===== src/rtl/mem_window_loader_if.sv =====
// Pixel-stream, memory-port and window-output bundle for mem_window_loader.
// slave: the loader itself; master: whatever drives it and models the memory.
interface mem_window_loader_if #(
  parameter int DW       = 8,
  parameter int MEM_ADDR = 3
);
  logic                start;
  logic [DW-1:0]       pix_in;
  logic                pix_valid;
  logic                pix_ready;
  logic [DW-1:0]       mem_data_in;
  logic [MEM_ADDR-1:0] mem_in_add_row;
  logic [MEM_ADDR-1:0] mem_in_add_col;
  logic                mem_wr_en;
  logic                mem_rd_en;
  logic [MEM_ADDR-1:0] mem_a_add_row;
  logic [MEM_ADDR-1:0] mem_a_add_col;
  logic [3*DW-1:0]     mem_data_out_a;
  logic [3*DW-1:0]     mem_data_out_b;
  logic [3*DW-1:0]     mem_data_out_c;
  logic [3*DW-1:0]     win_a;
  logic [3*DW-1:0]     win_b;
  logic [3*DW-1:0]     win_c;
  logic                win_valid;
  logic                busy;

  modport slave (
    input  start, pix_in, pix_valid, mem_data_out_a, mem_data_out_b, mem_data_out_c,
    output pix_ready, mem_data_in, mem_in_add_row, mem_in_add_col, mem_wr_en,
           mem_rd_en, mem_a_add_row, mem_a_add_col, win_a, win_b, win_c,
           win_valid, busy
  );

  modport master (
    output start, pix_in, pix_valid, mem_data_out_a, mem_data_out_b, mem_data_out_c,
    input  pix_ready, mem_data_in, mem_in_add_row, mem_in_add_col, mem_wr_en,
           mem_rd_en, mem_a_add_row, mem_a_add_col, win_a, win_b, win_c,
           win_valid, busy
  );
endinterface


===== src/rtl/mem_window_loader.sv =====
// Loads a raster-order pixel frame into the pixel memory, then reads the
// 3x3 window centred at (1,1) and presents it with a one-cycle valid pulse.
module mem_window_loader #(
  parameter int DW       = 8,
  parameter int MEM_SIZE = 5,
  parameter int MEM_ADDR = 3
) (
  input logic                clk,
  input logic                reset,
  mem_window_loader_if.slave bus
);

  typedef enum logic [1:0] {
    S_IDLE,
    S_LOAD,
    S_READ
  } state_t;

  localparam logic [MEM_ADDR-1:0] LAST   = MEM_ADDR'(MEM_SIZE - 1);
  localparam logic [MEM_ADDR-1:0] CENTRE = MEM_ADDR'(1);

  state_t              state_q, state_d;
  logic [MEM_ADDR-1:0] row_q, row_d;
  logic [MEM_ADDR-1:0] col_q, col_d;
  logic [3*DW-1:0]     win_a_q, win_b_q, win_c_q;
  logic                win_valid_q;

  // State and raster counters.
  always_ff @(posedge clk or posedge reset) begin
    if (reset) begin
      state_q <= S_IDLE;
      row_q   <= '0;
      col_q   <= '0;
    end else begin
      state_q <= state_d;
      row_q   <= row_d;
      col_q   <= col_d;
    end
  end

  // Window capture on the closing edge of READ; held until the next READ.
  always_ff @(posedge clk or posedge reset) begin
    if (reset) begin
      win_a_q     <= '0;
      win_b_q     <= '0;
      win_c_q     <= '0;
      win_valid_q <= 1'b0;
    end else begin
      win_valid_q <= (state_q == S_READ);
      if (state_q == S_READ) begin
        win_a_q <= bus.mem_data_out_a;
        win_b_q <= bus.mem_data_out_b;
        win_c_q <= bus.mem_data_out_c;
      end
    end
  end

  // Next-state and counter advance.
  always_comb begin
    state_d = state_q;
    row_d   = row_q;
    col_d   = col_q;
    unique case (state_q)
      S_IDLE: begin
        if (bus.start) begin
          state_d = S_LOAD;
          row_d   = '0;
          col_d   = '0;
        end
      end
      S_LOAD: begin
        if (bus.pix_valid) begin
          if (col_q == LAST) begin
            col_d = '0;
            if (row_q == LAST) begin
              state_d = S_READ;
              row_d   = '0;
            end else begin
              row_d = row_q + 1'b1;
            end
          end else begin
            col_d = col_q + 1'b1;
          end
        end
      end
      S_READ: state_d = S_IDLE;
      default: begin
        state_d = S_IDLE;
        row_d   = '0;
        col_d   = '0;
      end
    endcase
  end

  // Memory-port and status outputs decoded from the current state; the write
  // is combinational so it lands on the same edge that accepts the pixel.
  always_comb begin
    bus.pix_ready      = 1'b0;
    bus.mem_wr_en      = 1'b0;
    bus.mem_data_in    = '0;
    bus.mem_in_add_row = row_q;
    bus.mem_in_add_col = col_q;
    bus.mem_rd_en      = 1'b0;
    bus.mem_a_add_row  = '0;
    bus.mem_a_add_col  = '0;
    bus.busy           = 1'b0;
    if (state_q == S_LOAD) begin
      bus.pix_ready   = 1'b1;
      bus.mem_wr_en   = bus.pix_valid;
      bus.mem_data_in = bus.pix_in;
      bus.busy        = 1'b1;
    end else if (state_q == S_READ) begin
      bus.mem_rd_en     = 1'b1;
      bus.mem_a_add_row = CENTRE;
      bus.mem_a_add_col = CENTRE;
      bus.busy          = 1'b1;
    end
  end

  assign bus.win_a     = win_a_q;
  assign bus.win_b     = win_b_q;
  assign bus.win_c     = win_c_q;
  assign bus.win_valid = win_valid_q;

endmodule


===== src/flat_wrapper.sv =====
// flat-port wrapper written by rule: the top's interface ports become plain ports
module mem_window_loader_flat 
#(
  parameter int DW       = 8,
  parameter int MEM_SIZE = 5,
  parameter int MEM_ADDR = 3
)
  (clk, reset, bus_start, bus_pix_in, bus_pix_valid, bus_mem_data_out_a, bus_mem_data_out_b, bus_mem_data_out_c, bus_pix_ready, bus_mem_data_in, bus_mem_in_add_row, bus_mem_in_add_col, bus_mem_wr_en, bus_mem_rd_en, bus_mem_a_add_row, bus_mem_a_add_col, bus_win_a, bus_win_b, bus_win_c, bus_win_valid, bus_busy);
  mem_window_loader_if #(.DW(DW), .MEM_ADDR(MEM_ADDR)) bus_i ();
  input logic clk;
  input logic reset;
  input wire logic [$bits(bus_i.start)-1:0] bus_start;
  input wire logic [$bits(bus_i.pix_in)-1:0] bus_pix_in;
  input wire logic [$bits(bus_i.pix_valid)-1:0] bus_pix_valid;
  input wire logic [$bits(bus_i.mem_data_out_a)-1:0] bus_mem_data_out_a;
  input wire logic [$bits(bus_i.mem_data_out_b)-1:0] bus_mem_data_out_b;
  input wire logic [$bits(bus_i.mem_data_out_c)-1:0] bus_mem_data_out_c;
  output wire logic [$bits(bus_i.pix_ready)-1:0] bus_pix_ready;
  output wire logic [$bits(bus_i.mem_data_in)-1:0] bus_mem_data_in;
  output wire logic [$bits(bus_i.mem_in_add_row)-1:0] bus_mem_in_add_row;
  output wire logic [$bits(bus_i.mem_in_add_col)-1:0] bus_mem_in_add_col;
  output wire logic [$bits(bus_i.mem_wr_en)-1:0] bus_mem_wr_en;
  output wire logic [$bits(bus_i.mem_rd_en)-1:0] bus_mem_rd_en;
  output wire logic [$bits(bus_i.mem_a_add_row)-1:0] bus_mem_a_add_row;
  output wire logic [$bits(bus_i.mem_a_add_col)-1:0] bus_mem_a_add_col;
  output wire logic [$bits(bus_i.win_a)-1:0] bus_win_a;
  output wire logic [$bits(bus_i.win_b)-1:0] bus_win_b;
  output wire logic [$bits(bus_i.win_c)-1:0] bus_win_c;
  output wire logic [$bits(bus_i.win_valid)-1:0] bus_win_valid;
  output wire logic [$bits(bus_i.busy)-1:0] bus_busy;
  assign bus_i.start = bus_start;
  assign bus_i.pix_in = bus_pix_in;
  assign bus_i.pix_valid = bus_pix_valid;
  assign bus_i.mem_data_out_a = bus_mem_data_out_a;
  assign bus_i.mem_data_out_b = bus_mem_data_out_b;
  assign bus_i.mem_data_out_c = bus_mem_data_out_c;
  assign bus_pix_ready = bus_i.pix_ready;
  assign bus_mem_data_in = bus_i.mem_data_in;
  assign bus_mem_in_add_row = bus_i.mem_in_add_row;
  assign bus_mem_in_add_col = bus_i.mem_in_add_col;
  assign bus_mem_wr_en = bus_i.mem_wr_en;
  assign bus_mem_rd_en = bus_i.mem_rd_en;
  assign bus_mem_a_add_row = bus_i.mem_a_add_row;
  assign bus_mem_a_add_col = bus_i.mem_a_add_col;
  assign bus_win_a = bus_i.win_a;
  assign bus_win_b = bus_i.win_b;
  assign bus_win_c = bus_i.win_c;
  assign bus_win_valid = bus_i.win_valid;
  assign bus_busy = bus_i.busy;
  mem_window_loader #(.DW(DW), .MEM_SIZE(MEM_SIZE), .MEM_ADDR(MEM_ADDR)) u_core (.clk(clk), .reset(reset), .bus(bus_i));
endmodule

===== config.mk =====
export PLATFORM = sky130hd
export DESIGN_NAME = mem_window_loader_flat
export DESIGN_NICKNAME = d
export VERILOG_FILES = /design/src/rtl/mem_window_loader_if.sv /design/src/rtl/mem_window_loader.sv /design/src/flat_wrapper.sv
export SDC_FILE = /design/constraint.sdc
export NUM_CORES = 1
export LEC_CHECK = 0
export BUFFER_PORTS_ARGS = -buffer_cell sky130_fd_sc_hd__buf_2
export CAP_MARGIN = 30
export CORE_MARGIN = 3
export CORE_UTILIZATION = 50
export CTS_BUF_LIST = sky130_fd_sc_hd__clkbuf_8
export DETAILED_ROUTE_END_ITERATION = 8
export GPL_ROUTABILITY_DRIVEN = 1
export GPL_TIMING_DRIVEN = 0
export PLACE_DENSITY_LB_ADDON = 0.1
export SETUP_SLACK_MARGIN = 0.1
export SLEW_MARGIN = 20
export SYNTH_ARGS = -nofsm -noshare
export SYNTH_HDL_FRONTEND = slang
export SYNTH_SLANG_ARGS = --single-unit

===== constraint.sdc =====
create_clock -name clk -period 5.5 [get_ports clk]
set_clock_uncertainty 0.2 [all_clocks]
set_input_delay 1.1 -clock clk [delete_from_list [all_inputs] [get_ports clk]]
set_output_delay 1.1 -clock clk [all_outputs]
set_load 0.01 [all_outputs]

==> flow_summary.json <==
{
  "cp_data_arrival_time_ns": 1.76,
  "synth_flop_cell": "sky130_fd_sc_hd__dfrtp_1",
  "starting_drc_count_in_detailed_routing": 42,
  "floorplan.initialDensity": 0.524,
  "yosys_register_bits": 81,
  "grt_pass1_vias": 2460,
  "grt_max_degree": 47,
  "netlist-cell-type-count": 34,
  "io_buffer_count": 176,
  "r2r_slack_ns": 3.41,
  "yosys-top-cells-count": "sky130_fd_sc_hd__dfrtp_1, sky130_fd_sc_hd__mux2_2, sky130_fd_sc_hd__and2_1, sky130_fd_sc_hd__inv_1",
  "rr_endpoint": "u_core.bus.win_c[10]",
  "gr-usage-all-layers": 0.194,
  "numCtsBuffers": 9,
  "cell_row_count": 29,
  "worst_hold_path_type": "flop to flop",
  "synth_enable_flop_cells": 0,
  "regToRegStartpoint": "u_core.state_q[0]",
  "syn_to_final_growth_pct": 36.6,
  "clk_latency_ns": 0.35,
  "synth.cell_area_um2": 3380,
  "cts_tree": "built",
  "postRouteWirelength_um": 7390,
  "share_clk_of_total_power": 0.366,
  "worstSetupPathDepth": 6,
  "ctsLongestPathBuffers": 2,
  "combPwrFrac": 0.169,
  "clk_pin_slew_worst_setup_hold_paths_ns": 0.08,
  "post_drt_via_cell_ratio": 4.92,
  "worstPathCellList": "inv_1, ha_1, clkbuf_8, clkbuf_1, and2_1, buf_2",
  "grt_first_pass_wirelength_um": 11400,
  "synth.yosys.seq_area_share": 0.599,
  "required_ns": 4.20,
  "timing.critical_path.from": "u_core.state_q[1]",
  "tightest_slew_ns": 0.564,
  "min_period_ns": 3.06,
  "power.density_nw_per_um2": 287,
  "maxSlewViolCount": 0,
  "final_min_period_over_clock_period": 0.556,
  "vias": 2458,
  "maxCapViolCount": 0,
  "synthesis.instances": 227,
  "yosysMostFrequentCell": "sky130_fd_sc_hd__dfrtp_1",
  "clock_tree.htree_level_count": 3,
  "cellLeakagePower_uw": 0.00276,
  "rsz_0062_raised_after_global_routing": "no",
  "die_width_um": 88.2,
  "diodes": 0,
  "netSwitchingPower_uw": 350,
  "postSynth.asyncResetShare": 1.00,
  "cts_hold_buffers": 0,
  "antenna_violations_before_repair": 0,
  "dp_slack_ns": 2.71,
  "layout_cell_share_with_drive_strength_beyond_1": 0.681,
  "critical_path.slowest_cell": "sky130_fd_sc_hd__dfrtp_1",
  "synth_top_area_share": 0.599,
  "global_route.overflow_total": 0,
  "drc_violation_count_after_routing": 0,
  "p_int_uw": 975,
  "routed_wire_length_per_instance_um": 14.8,
  "sequentialPowerShare": 0.465,
  "clock_sinks": 81,
  "finalHoldViolCount": 0,
  "status": "finished clean",
  "normalized_max_slew_margin": 0.624,
  "fmax_mhz": 327,
  "critical_path.top_delay_family": "buffers and inverters",
  "floorplan.die.height_um": 88.2,
  "cp-start-kind": "flop",
  "ff2ff_path_depth": 6,
  "clk_root_buffer_cell": "sky130_fd_sc_hd__clkbuf_8",
  "detail-route-antenna-nets": 0,
  "setup_total_negative_slack_ns": 0,
  "post_cts.repair.setup_buffers": 0,
  "full_die_area_um2": 7790,
  "filler_cell_count": 468,
  "gpl.final_weighted_congestion": 0.759,
  "firstDrtPassIters": 4,
  "finalNetCount": 509,
  "critical_path.max_stage_delay_ns": 0.41,
  "post-route-worst-setup-slack_ns": 2.44,
  "detailed_place_hpwl_um": 5730,
  "yosys.area.top_type": "sky130_fd_sc_hd__dfrtp_1",
  "ctsResizeCount": 0,
  "cp.buffers_inverters": 4,
  "vdd_ir_drop_max_uv": 197,
  "worst_setup_path_endpoint": "bus_mem_data_in[5]",
  "core_region_area_um2": 6460,
  "crit_fanout": 10,
  "avgSynthCellArea_um2": 14.9,
  "worst_setup_path_class": "flop to output pin",
  "critical_path.endpoint_type": "output pin",
  "ys_warnings": 0,
  "setup-violations-final": 0,
  "synthTopCellsByArea": "sky130_fd_sc_hd__dfrtp_1, sky130_fd_sc_hd__mux2_2, sky130_fd_sc_hd__ha_1, sky130_fd_sc_hd__and2_1, sky130_fd_sc_hd__buf_4",
  "switching_share_of_power": 0.264,
  "num_io_pins": 181
}
==> final cells by class <==
cell class / count / area [um2] / area share
Timing Repair Buffer: 177 / 901 / 0.195
Clock inverter: 7 / 103 / 0.0222
Buffer: 18 / 139 / 0.0301
Tap cell: 77 / 96.3 / 0.0209
Sequential cell: 81 / 2030 / 0.439
Inverter: 8 / 32.5 / 0.00704
Clock buffer: 9 / 124 / 0.0268
Multi-Input combinational cell: 123 / 1200 / 0.259
==> logic make-up after synthesis <==
| family | count (synthesis) | synth area share |
|---|---|---|
| fa+ha+maj | 7 | 0.0259 |
| flops | 81 | 0.599 |
| mux | 73 | 0.243 |
| buf+inv | 26 | 0.0499 |
| other cells | 1 | 0.00111 |
| compound gates | 16 | 0.0374 |
| simple gates | 23 | 0.0437 |
==> per-stage QoR <==
stage / area, um2 / cells / util / total power (uW) / hold WS [ns]
finish: 4620 / 500 / 0.715 / 1330 / 0.303
global route: 4620 / 500 / 0.715 / 1390 / 0.322
CTS: 4620 / 500 / 0.715 / 1340 / 0.308
detailed placement: 4390 / 484 / 0.680 / 854 / 0.290
global placement: 4370 / 483 / 0.677 / 846 / 0.284
floorplan: 3390 / 230 / - / 770 / 0.286
==> flip-flops by register name (all words and copies together) (netlist names) <==
name / cells
u_core.bus.mem_in_add_col: 3
u_core.bus.mem_in_add_row: 3
u_core.bus.win_a: 24
u_core.bus.win_b: 24
u_core.bus.win_c: 24
u_core.bus.win_valid: 1
u_core.state_q: 2
==> worst min-delay path by stage <==
stage	startpoint	end	slack, ns	depth (start not counted)
finish	u_core.bus.win_b[22]	u_core.bus.win_b[22]	0.30	1
global route	u_core.bus.win_c[15]	u_core.bus.win_c[15]	0.32	1
CTS	u_core.bus.win_b[22]	u_core.bus.win_b[22]	0.31	1
detailed placement	u_core.bus.win_b[1]	u_core.bus.win_b[1]	0.29	1
global placement	u_core.bus.win_b[16]	u_core.bus.win_b[16]	0.28	1
floorplan	u_core.state_q[1]	u_core.state_q[1]	0.29	1
==> cell usage in the layout, fill, tap and decap left out, types with 3 or more instances in the layout <==
cell type | synthesis | routed
sky130_fd_sc_hd__buf_2 | 6 | 182
sky130_fd_sc_hd__mux2_2 | 72 | 72
sky130_fd_sc_hd__nor2_1 | 3 | 3
sky130_fd_sc_hd__inv_1 | 8 | 7
sky130_fd_sc_hd__ha_1 | 7 | 7
sky130_fd_sc_hd__clkinvlp_4 | 0 | 3
sky130_fd_sc_hd__buf_4 | 7 | 7
sky130_fd_sc_hd__nand2_1 | 3 | 3
sky130_fd_sc_hd__and2_1 | 9 | 9
sky130_fd_sc_hd__dfrtp_1 | 81 | 81
sky130_fd_sc_hd__conb_1 | 1 | 4
sky130_fd_sc_hd__clkbuf_8 | 3 | 12
==> worst register-to-register path: stages, from the launching register on <==
cell and delay, ns:
sky130_fd_sc_hd__dfrtp_1 0.40, sky130_fd_sc_hd__inv_1 0.11, sky130_fd_sc_hd__ha_1 0.26, sky130_fd_sc_hd__clkbuf_8 0.19, sky130_fd_sc_hd__buf_4 0.18, sky130_fd_sc_hd__buf_2 0.26, sky130_fd_sc_hd__mux2_2 0.37
==> power groups by stage <==
stage	clock, uW	sequential, uW	combinational, uW
after floorplan	0	630	140
after global placement	0	628	218
after detailed placement	0	629	226
after CTS	499	617	227
after global routing	525	619	251
final	486	616	224
==> per-layer routing <==
metal,GRT usage,wire (um),vias up
met5,0,0,-
met4,0.0783,146,0
met3,0.0829,774,13
met2,0.320,3640,112
met1,0.223,2840,1165
li1,-,-,1168
Power figures use the tool's default switching activity.
